### config.mk
export PLATFORM = sky130hd
export DESIGN_NAME = ahb_bus_arbiter_flat
export DESIGN_NICKNAME = d
export VERILOG_FILES = /design/src/rtl/ahb_bus_arbiter_if.sv /design/src/rtl/ahb_bus_arbiter.sv /design/src/flat_wrapper.sv
export SDC_FILE = /design/constraint.sdc
export NUM_CORES = 1
export LEC_CHECK = 0
export CAP_MARGIN = 20
export CORE_MARGIN = 2
export CORE_UTILIZATION = 48
export CTS_BUF_LIST = sky130_fd_sc_hd__clkbuf_16
export CTS_CLUSTER_SIZE = 28
export DETAILED_ROUTE_END_ITERATION = 16
export GPL_ROUTABILITY_DRIVEN = 0
export PLACE_DENSITY_LB_ADDON = 0.3
export SLEW_MARGIN = 25
export SYNTH_ARGS = -nofsm -noshare
export SYNTH_HDL_FRONTEND = slang
export SYNTH_SLANG_ARGS = --single-unit
### constraint.sdc
create_clock -name HCLK -period 2.15 [get_ports HCLK]
set_clock_uncertainty 0.15 [all_clocks]
set_input_delay 0.43 -clock HCLK [delete_from_list [all_inputs] [get_ports HCLK]]
set_output_delay 0.43 -clock HCLK [all_outputs]
set_load 0.01 [all_outputs]
### src/rtl/ahb_bus_arbiter_if.sv
// Arbiter-facing signals of a shared AHB segment: requests and muxed control in, grant and ownership out.
interface ahb_bus_arbiter_if #(
    parameter int unsigned NMASTER = 4
);
    logic [NMASTER-1:0] HBUSREQ;
    logic [NMASTER-1:0] HLOCK;
    logic [1:0]         HTRANS;
    logic [2:0]         HBURST;
    logic               HREADY;
    logic               HRESP;
    logic [NMASTER-1:0] HGRANT;
    logic [3:0]         HMASTER;
    logic [3:0]         HMASTERD;
    logic               HMASTLOCK;

    // Bus-master / bus-control side
    modport master (
        output HBUSREQ, HLOCK, HTRANS, HBURST, HREADY, HRESP,
        input  HGRANT, HMASTER, HMASTERD, HMASTLOCK
    );

    // Arbiter side
    modport slave (
        input  HBUSREQ, HLOCK, HTRANS, HBURST, HREADY, HRESP,
        output HGRANT, HMASTER, HMASTERD, HMASTLOCK
    );
endinterface

### src/rtl/ahb_bus_arbiter.sv
// Round-robin AHB arbiter for up to four masters.
// Holds the grant through fixed bursts, INCR runs and locked sequences, and parks on a default master.
module ahb_bus_arbiter #(
    parameter int unsigned NMASTER   = 4,
    parameter int unsigned DEFMASTER = 0,
    parameter int unsigned MAXBEAT   = 16
) (
    input logic              HCLK,
    input logic              HRESET,
    ahb_bus_arbiter_if.slave bus
);
    localparam int unsigned IW   = 2;
    localparam int unsigned CMAX = (MAXBEAT > 16) ? MAXBEAT : 16;
    localparam int unsigned CW   = $clog2(CMAX + 1);

    localparam logic [1:0] TR_IDLE   = 2'b00;
    localparam logic [1:0] TR_NONSEQ = 2'b10;
    localparam logic [1:0] TR_SEQ    = 2'b11;
    localparam logic [2:0] BU_INCR   = 3'b001;

    typedef enum logic [1:0] {PARK, OWN, BURST, LOCK} state_t;

    state_t             state, state_nxt;
    logic [NMASTER-1:0] grant;
    logic [IW-1:0]      gidx, mst, mstd, ptr, win, cand;
    logic [CW-1:0]      cnt, cnt_nxt, cnt_inc, bend, bend_nxt;
    logic               incr, incr_nxt, err, mlock;
    logic               any_req, arb, owner_act, owner_req, owner_lock, fixed;

    // Round-robin winner: nearest requester after the pointer, the pointer itself last
    always_comb begin
        win  = IW'(DEFMASTER);
        cand = '0;
        for (int k = int'(NMASTER); k >= 1; k--) begin
            cand = IW'((int'(ptr) + k) % int'(NMASTER));
            if (bus.HBUSREQ[cand]) win = cand;
        end
    end

    // Arbitration-point detection and hold-state bookkeeping for an HREADY=1 edge
    always_comb begin
        any_req    = |bus.HBUSREQ;
        owner_act  = (mst == gidx);
        owner_req  = bus.HBUSREQ[gidx];
        owner_lock = bus.HLOCK[gidx];
        fixed      = (bus.HBURST[2:1] != 2'b00);
        cnt_inc    = cnt + CW'(1);
        arb        = 1'b0;
        state_nxt  = state;
        cnt_nxt    = cnt;
        bend_nxt   = bend;
        incr_nxt   = incr;
        case (state)
            PARK: arb = 1'b1;
            LOCK: arb = !owner_lock;
            BURST: begin
                if (bus.HTRANS == TR_SEQ) begin
                    cnt_nxt = cnt_inc;
                    arb     = (cnt_inc == bend);
                end else if (bus.HTRANS == TR_IDLE) begin
                    arb = 1'b1;
                end
            end
            default: begin
                if (owner_act && bus.HTRANS == TR_NONSEQ && fixed) begin
                    state_nxt = BURST;
                    cnt_nxt   = CW'(1);
                    incr_nxt  = 1'b0;
                    bend_nxt  = bus.HBURST[2] ? (bus.HBURST[1] ? CW'(15) : CW'(7)) : CW'(3);
                end else if (owner_act && owner_req && bus.HTRANS == TR_NONSEQ
                             && bus.HBURST == BU_INCR) begin
                    cnt_nxt  = CW'(1);
                    incr_nxt = 1'b1;
                end else if (owner_act && owner_req && incr && bus.HTRANS[0]) begin
                    // SEQ or BUSY of an undefined-length INCR; only SEQ counts
                    if (bus.HTRANS == TR_SEQ) cnt_nxt = cnt_inc;
                    arb = (bus.HTRANS == TR_SEQ) && (cnt_inc >= CW'(MAXBEAT));
                end else begin
                    arb = 1'b1;
                end
            end
        endcase
        if ((state == OWN || state == BURST) && owner_lock) begin
            arb       = 1'b0;
            state_nxt = LOCK;
        end
        if (err && state != LOCK) arb = 1'b1;
    end

    always_ff @(posedge HCLK or posedge HRESET) begin
        if (HRESET) begin
            state <= PARK;
            grant <= NMASTER'(1) << DEFMASTER;
            gidx  <= IW'(DEFMASTER);
            mst   <= IW'(DEFMASTER);
            mstd  <= IW'(DEFMASTER);
            ptr   <= IW'(DEFMASTER);
            cnt   <= '0;
            bend  <= '0;
            incr  <= 1'b0;
            err   <= 1'b0;
            mlock <= 1'b0;
        end else if (!bus.HREADY) begin
            // Wait states freeze everything except the first ERROR cycle, which aborts the burst
            if (bus.HRESP) begin
                cnt  <= '0;
                incr <= 1'b0;
                err  <= 1'b1;
                if (state == BURST) state <= OWN;
            end
        end else begin
            mst   <= gidx;
            mstd  <= mst;
            mlock <= owner_lock;
            err   <= 1'b0;
            if (arb) begin
                cnt  <= '0;
                incr <= 1'b0;
                if (any_req) begin
                    grant <= NMASTER'(1) << win;
                    gidx  <= win;
                    ptr   <= win;
                    state <= bus.HLOCK[win] ? LOCK : OWN;
                end else begin
                    grant <= NMASTER'(1) << DEFMASTER;
                    gidx  <= IW'(DEFMASTER);
                    state <= PARK;
                end
            end else begin
                state <= state_nxt;
                cnt   <= cnt_nxt;
                bend  <= bend_nxt;
                incr  <= incr_nxt;
            end
        end
    end

    assign bus.HGRANT    = grant;
    assign bus.HMASTER   = 4'(mst);
    assign bus.HMASTERD  = 4'(mstd);
    assign bus.HMASTLOCK = mlock;
endmodule

### src/flat_wrapper.sv
// flat-port wrapper written by rule: the top's interface ports become plain ports
module ahb_bus_arbiter_flat 
#(
    parameter int unsigned NMASTER   = 4,
    parameter int unsigned DEFMASTER = 0,
    parameter int unsigned MAXBEAT   = 16
)
  (HCLK, HRESET, bus_HBUSREQ, bus_HLOCK, bus_HTRANS, bus_HBURST, bus_HREADY, bus_HRESP, bus_HGRANT, bus_HMASTER, bus_HMASTERD, bus_HMASTLOCK);
  ahb_bus_arbiter_if #(.NMASTER(NMASTER)) bus_i ();
  input logic HCLK;
  input logic HRESET;
  input wire logic [$bits(bus_i.HBUSREQ)-1:0] bus_HBUSREQ;
  input wire logic [$bits(bus_i.HLOCK)-1:0] bus_HLOCK;
  input wire logic [$bits(bus_i.HTRANS)-1:0] bus_HTRANS;
  input wire logic [$bits(bus_i.HBURST)-1:0] bus_HBURST;
  input wire logic [$bits(bus_i.HREADY)-1:0] bus_HREADY;
  input wire logic [$bits(bus_i.HRESP)-1:0] bus_HRESP;
  output wire logic [$bits(bus_i.HGRANT)-1:0] bus_HGRANT;
  output wire logic [$bits(bus_i.HMASTER)-1:0] bus_HMASTER;
  output wire logic [$bits(bus_i.HMASTERD)-1:0] bus_HMASTERD;
  output wire logic [$bits(bus_i.HMASTLOCK)-1:0] bus_HMASTLOCK;
  assign bus_i.HBUSREQ = bus_HBUSREQ;
  assign bus_i.HLOCK = bus_HLOCK;
  assign bus_i.HTRANS = bus_HTRANS;
  assign bus_i.HBURST = bus_HBURST;
  assign bus_i.HREADY = bus_HREADY;
  assign bus_i.HRESP = bus_HRESP;
  assign bus_HGRANT = bus_i.HGRANT;
  assign bus_HMASTER = bus_i.HMASTER;
  assign bus_HMASTERD = bus_i.HMASTERD;
  assign bus_HMASTLOCK = bus_i.HMASTLOCK;
  ahb_bus_arbiter #(.NMASTER(NMASTER), .DEFMASTER(DEFMASTER), .MAXBEAT(MAXBEAT)) u_core (.HCLK(HCLK), .HRESET(HRESET), .bus(bus_i));
endmodule
==> flow_metrics.env, run 1 <==
export IMPL_grt_usage_pct=26.2
export IMPL_ir_drop_mv=0.893
export IMPL_diodes=0
export IMPL_grt_pass1_vias=1735
export IMPL_cts_root_buffer="clkbuf_16"
export IMPL_required_ps=2150
export IMPL_power_switching_mw=1.48
export IMPL_crit_path_cell_trace="ha_4 -> nand2b_4 -> o211a_1 -> o31ai_4 -> a41oi_4 -> buf_6 -> o31ai_4 -> buf_6 -> mux2_4"
export IMPL_grt_max_degree=26
export IMPL_ctsLongestPathBuffers=2
export IMPL_final_net_count=303
export IMPL_violations="setup timing"
export IMPL_syn_inst=188
export IMPL_synth_distinct_cells=53
export IMPL_hold_class="input port to asynchronous set/reset pin"
export IMPL_grt_pass1_wl_um=8510
export IMPL_first_pass_iters=6
export IMPL_path_class="flop to flop"
export IMPL_leakagePower_nw=1.34
export IMPL_fin_crit_ps=2440
export IMPL_via_per_inst=6.19
export IMPL_hold_viol_final=0
export IMPL_synth_top_family_by_area="compound AO/OA/AOI/OAI gates"
export IMPL_ys_warn_count=0
export IMPL_totalWireLength_um=6650
export IMPL_dp_cells=304
export IMPL_core_um2=3610
export IMPL_ant_nets=0
export IMPL_ys_flop_type="dfrtp_1"
export IMPL_antenna_found_initial=0
export IMPL_chipWidth_um=64.7
export IMPL_initial_core_util_pct=49.1
export IMPL_run_status="finished with violations"
export IMPL_synth_edf_count=0
export IMPL_period_share_pct=114
export IMPL_fmax_mhz=410
export IMPL_dr_total_vias=2029
export IMPL_synth_adder_area_share_pct=3.53
export IMPL_overflow=0
export IMPL_finalSetupViolCount=17
export IMPL_avgSynthCellArea_um2=9.42
export IMPL_fin_util_pct=80.4
export IMPL_p_seq_share_pct=22.4
export IMPL_end_kind="flop"
export IMPL_clk_pin_slew_ps=70
export IMPL_ys_seq_elements=25
export IMPL_crit_buf_inv=2
export IMPL_fp_row_count=22
export IMPL_switching_share_pct=40.7
export IMPL_clk_latency_ps=270
export IMPL_syn_to_final_growth_pct=63.7
export IMPL_syn_area_um2=1770
export IMPL_critPathArrivalTime_ps=2450
export IMPL_final_layout_size_suffix_gt1_share_pct=45.0
export IMPL_io_pins=30
export IMPL_fill_cells=193
export IMPL_slew_violations=0
export IMPL_seq_area_frac_synth_pct=35.4
export IMPL_synth_async_reset_ratio_pct=100
export IMPL_routedWlPerCell_um=20.3
export IMPL_port_buffers=25
export IMPL_post_route_drc_count=0
export IMPL_max_stage_delay_ps=430
export IMPL_synthSimpleGateAreaFrac_pct=19.6
export IMPL_dp_hpwl_um=3420
export IMPL_cp_slowest_cell="dfrtp_1"
export IMPL_numClockSinks=25
export IMPL_maxCapViolCount=0
export IMPL_cts_made_buffers=3
export IMPL_synthMuxAreaShare_pct=9.47
export IMPL_fin_ws_ps=-291
export IMPL_synth_compound_area_share_pct=24.8
export IMPL_die_area_um2=4190
export IMPL_p_int_mw=2.15
export IMPL_clkPwrFrac_pct=11.8
export IMPL_crit_family="compound AO/OA/AOI/OAI gates"
export IMPL_die_h_um=64.7
export IMPL_pwr_share_comb_pct=65.8
export IMPL_worstSetupStartpointType="flop"
export IMPL_cts_tree="done"
export IMPL_synth_xor_area_share_pct=2.47
export IMPL_htree_levels=1
export IMPL_rsz0062_at_grt="true"
export IMPL_layout_cells_non_filler=328
export IMPL_p_per_area_nw_per_um2=1250
export IMPL_path_max_fanout=5
export IMPL_hold_buffers=0
export IMPL_drt_iter0_markers=232
-- flip-flops by register name, summed over array words and instances, names as in the netlist --
name                  cells
u_core.bus.HMASTLOCK      1
u_core.err                1
u_core.mstd               2
u_core.bend               3
u_core.state              2
u_core.mst                2
u_core.cnt                5
u_core.gidx               2
u_core.ptr                2
u_core.bus.HGRANT         4
u_core.incr               1
-- layout by cell type, fill, tap and decap left out, drive strengths merged, types with 5 or more instances in the layout --
| cell type | Yosys | layout |
|---|---|---|
| a21oi | 10 | 10 |
| dfrtp | 24 | 24 |
| ha | 5 | 5 |
| nand3 | 8 | 8 |
| o21ai | 7 | 7 |
| dlygate4sd2 | 0 | 8 |
| inv | 8 | 9 |
| nor2 | 17 | 17 |
| mux2 | 8 | 8 |
| nand2 | 26 | 26 |
| clkdlybuf4s50 | 0 | 13 |
| nand2b | 5 | 5 |
| buf | 5 | 66 |
-- layout make-up --
type	instances	area (µm²)	area share, %
clock inverter	1	3.75	0.129
tap	48	60.1	2.07
clock buffer	3	75.1	2.59
timing repair buffer	91	787	27.1
inverter	8	30.0	1.04
sequential	25	627	21.6
multi-input combinational	152	1320	45.4
-- layer usage --
metal / global-route usage [%] / vias up / wire length (µm)
li1: - / 866 / -
met1: 36.6 / 1005 / 2800
met5: 0 / - / 0
met3: 2.43 / 25 / 397
met4: 5.32 / 0 / 193
met2: 44.2 / 133 / 3270
-- worst min-delay path, cell delays in order --
cell and delay, ps:
clkdlybuf4s50_1 390, inv_1 50, buf_4 310
-- repair_timing --
item                                    in CTS  in global routing
buffers inserted                             6                 13
pin swaps                                   13                 11
gates resized for setup                     35                 32
endpoints found under the setup margin      18                 18
gates cloned                                 1                  0
-- kinds of logic (layout without fill, tap and decap cells) --
| logic type | Yosys count | count (layout) |
|---|---|---|
| compound gates | 53 | 54 |
| buf+inv | 15 | 103 |
| xor+xnor | 5 | 5 |
| mux | 12 | 12 |
| other cells | 1 | 4 |
| fa+ha+maj | 5 | 5 |
| flops | 25 | 25 |
| simple gates | 72 | 72 |
-- per-stage QoR --
step / total power, mW / instance area [µm²] / worst slack [ps] / setup TNS [ps] / hold WS (ps)
2_1_floorplan: 1.73 / 1800 / -114 / -320 / 307
3_3_place_gp: 2.43 / 2410 / -627 / -8530 / 344
3_5_place_dp: 2.47 / 2410 / -669 / -9030 / 349
4_1_cts: 3.20 / 2670 / -243 / -2220 / 369
5_1_grt: 3.76 / 2900 / -363 / -4540 / 388
6_report: 3.62 / 2900 / -291 / -3480 / 360
-- power groups by stage --
stage               Clock (mW)  Combinational, mW  Sequential, mW
finish                   0.429               2.38           0.812
global route             0.440               2.49           0.834
CTS                      0.426               1.97           0.803
global placement             0               1.64           0.796
floorplan                    0              0.914           0.819
detailed placement           0               1.67           0.801
-- cells in the mapped netlist (all sizes together) (4+ instances only) --
cell    count  area (µm²)
xnor2       4        35.0
nand2      26         103
nand4       4        31.3
a21oi      10        50.1
mux2        8        90.1
inv         8        30.0
nand3       8        40.0
dfrtp      24         601
nor2       17        63.8
o21ai       7        38.8
ha          5        62.6
buf         5        41.3
nand2b      5        31.3
-- worst paths after layout --
| path | start | to | slack (ps) | depth (start not counted) |
|---|---|---|---|---|
| setup / recovery | u_core.cnt[0]$_DFFE_PP0P_ | u_core.gidx[1]$_DFFE_PP0P_ | -290 | 9 |
| hold / removal | HRESET | u_core.bend[3]$_DFFE_PP0P_ | 360 | 3 |
| setup reg to reg | u_core.cnt[0]$_DFFE_PP0P_ | u_core.gidx[1]$_DFFE_PP0P_ | -290 | 9 |
| hold reg to reg | u_core.mstd[1]$_DFFE_PP0P_ | u_core.mstd[1]$_DFFE_PP0P_ | 360 | 1 |
| max in group asynchronous | HRESET | u_core.bus.HGRANT[0]$_DFFE_PP1P_ | 1190 | 3 |
| min in group HCLK | u_core.mstd[1]$_DFFE_PP0P_ | u_core.mstd[1]$_DFFE_PP0P_ | 360 | 1 |
Note: power is estimated with default switching activity, not from simulation.
==> inputs of run 2 (changes only) <==
HOLD_SLACK_MARGIN = 0.08   (was not set)
PLACE_DENSITY_LB_ADDON = 0.08   (was 0.3)
==> flow_metrics.env, run 2 (synthesized netlist as in run 1, its figures left out) <==
export IMPL_grt_pass1_vias=1916
export IMPL_overflow=0
export IMPL_fin_crit_ps=2460
export IMPL_die_h_um=64.7
export IMPL_maxCapViolCount=0
export IMPL_slew_limit_headroom_pct=65.4
export IMPL_numClockSinks=25
export IMPL_violations="setup timing"
export IMPL_path_max_fanout=5
export IMPL_run_status="finished with violations"
export IMPL_final_cell_mix="buf_4 (49), nand2_1 (23), dfrtp_1 (22)"
export IMPL_end_kind="flop"
export IMPL_clk_pin_slew_ps=70
export IMPL_cts_tree="done"
export IMPL_chipWidth_um=64.7
export IMPL_cp_slowest_cell="dfrtp_1"
export IMPL_dp_cells=302
export IMPL_htree_levels=1
export IMPL_hold_class="input port to asynchronous set/reset pin"
export IMPL_finalSetupViolCount=16
export IMPL_dr_total_vias=1856
export IMPL_layout_cells_non_filler=321
export IMPL_ant_nets=0
export IMPL_max_stage_delay_ps=430
export IMPL_reg2reg_from="u_core.cnt[0]$_DFFE_PP0P_"
export IMPL_rsz0062_at_grt="true"
export IMPL_p_per_area_nw_per_um2=1260
export IMPL_fin_ws_ps=-305
export IMPL_ctsLongestPathBuffers=2
export IMPL_critPathLaunch="u_core.cnt[0]$_DFFE_PP0P_"
export IMPL_grt_usage_pct=28.3
export IMPL_port_buffers=25
export IMPL_via_per_inst=5.78
export IMPL_syn_to_final_growth_pct=63.6
export IMPL_routedWlPerCell_um=18.0
export IMPL_initial_core_util_pct=49.1
export IMPL_required_ps=2150
export IMPL_fp_row_count=22
export IMPL_cts_made_buffers=3
export IMPL_grt_pass1_wl_um=9140
export IMPL_io_pins=30
export IMPL_critPathArrivalTime_ps=2450
export IMPL_antenna_found_initial=0
export IMPL_cts_root_buffer="clkbuf_16"
export IMPL_final_common_cell="buf_4"
export IMPL_post_route_drc_count=0
export IMPL_die_area_um2=4190
export IMPL_diodes=0
export IMPL_leakagePower_nw=1.26
export IMPL_hold_viol_final=0
export IMPL_hold_buffers=0
export IMPL_path_class="flop to flop"
export IMPL_drt_iter0_markers=190
export IMPL_dp_hpwl_um=3670
export IMPL_ir_drop_mv=0.955
export IMPL_core_um2=3610
export IMPL_period_share_pct=114
export IMPL_largest_reg_flops=5
export IMPL_worstSetupStartpointType="flop"
export IMPL_final_net_count=296
export IMPL_totalWireLength_um=5790
export IMPL_clk_latency_ps=260
export IMPL_crit_path_cell_trace="ha_4 -> nand2b_4 -> o211a_1 -> o31ai_4 -> a41oi_4 -> o311ai_4 -> buf_4 -> a21oi_2 -> o21a_1"
export IMPL_tightestPinTransition_ps=518
export IMPL_grt_max_degree=26
export IMPL_fmax_mhz=407
export IMPL_hold_slack_ps=363
export IMPL_final_layout_size_suffix_gt1_share_pct=48.4
export IMPL_slew_violations=0
export IMPL_regMostFlops="u_core.cnt"
export IMPL_first_pass_iters=4
==> run 2: cell types whose count changed in the layout (fill, tap and decap cells not counted), moves of 3 or more <==
| cell | change |
|---|---|
| inv_2 | +3 |
| inv_1 | -4 |
| dlymetal6s2s_1 | -4 |
| buf_4 | -6 |
| clkdlybuf4s50_1 | +3 |
==> run 2: repair_timing <==
action                                  4_1_cts  5_1_grt
setup buffers                                14        4
gates resized for setup                      61       18
pin swaps                                    21       14
endpoints found under the setup margin       19       18
==> run 2: layout make-up <==
class / count / area (µm²)
clock buffer: 3 / 75.1
clock inverter: 1 / 7.51
fill: 211 / 709
inverter: 8 / 30.0
multi-input combinational: 151 / 1360
sequential: 25 / 629
tap: 48 / 60.1
timing repair buffer: 85 / 731
==> run 2: worst max-delay path: cells and delay by family, from the launching register on <==
family | cells | cell delay [ps]
fa+ha+maj | 1 | 200
compound gates | 6 | 1310
flops | 1 | 430
simple gates | 1 | 60
buf+inv | 1 | 190
==> run 2: report_power, final <==
group          internal [mW]  switching [mW]
logic                   1.31            1.08
clock network          0.253           0.174
registers              0.646           0.184
==> run 2: path summary, 6_finish.rpt <==
kind | to | slack [ps] | cells after the start
setup / recovery | u_core.cnt[2]$_DFFE_PP0P_ | -310 | 9
hold / removal | u_core.bend[1]$_DFFE_PP0P_ | 360 | 3
setup reg to reg | u_core.cnt[2]$_DFFE_PP0P_ | -310 | 9
hold reg to reg | u_core.mstd[0]$_DFFE_PP0P_ | 360 | 1
max in group asynchronous | u_core.bus.HGRANT[0]$_DFFE_PP1P_ | 1190 | 3
min in group HCLK | u_core.mstd[0]$_DFFE_PP0P_ | 360 | 1
==> run 2: metrics by stage <==
stage               cell area [µm²]  total power, mW  TNS [ps]  setup WS, ps  utilization, %
finish                         2900             3.64     -3390          -305            80.3
CTS                            2800             3.38     -2480          -237            77.6
detailed placement             2390             2.49     -8910          -603            66.4
global placement               2390             2.44     -7760          -515            66.4
floorplan                      1800             1.73      -320          -114               -
global route                   2900             3.84     -4660          -363            80.3
==> run 2: per-layer routing <==
metal	GRT usage [%]	vias to the layer above	wire length, µm
li1	-	855	-
met1	36.3	896	2370
met2	47.7	85	2880
met3	5.38	20	352
met4	10.1	0	189
met5	0	-	0
==> inputs of run 3 (changes only) <==
CTS_CLUSTER_DIAMETER = 200   (was not set)
==> results of run 3 <==
Final layout, timing and power as in run 2 (identical DEF).
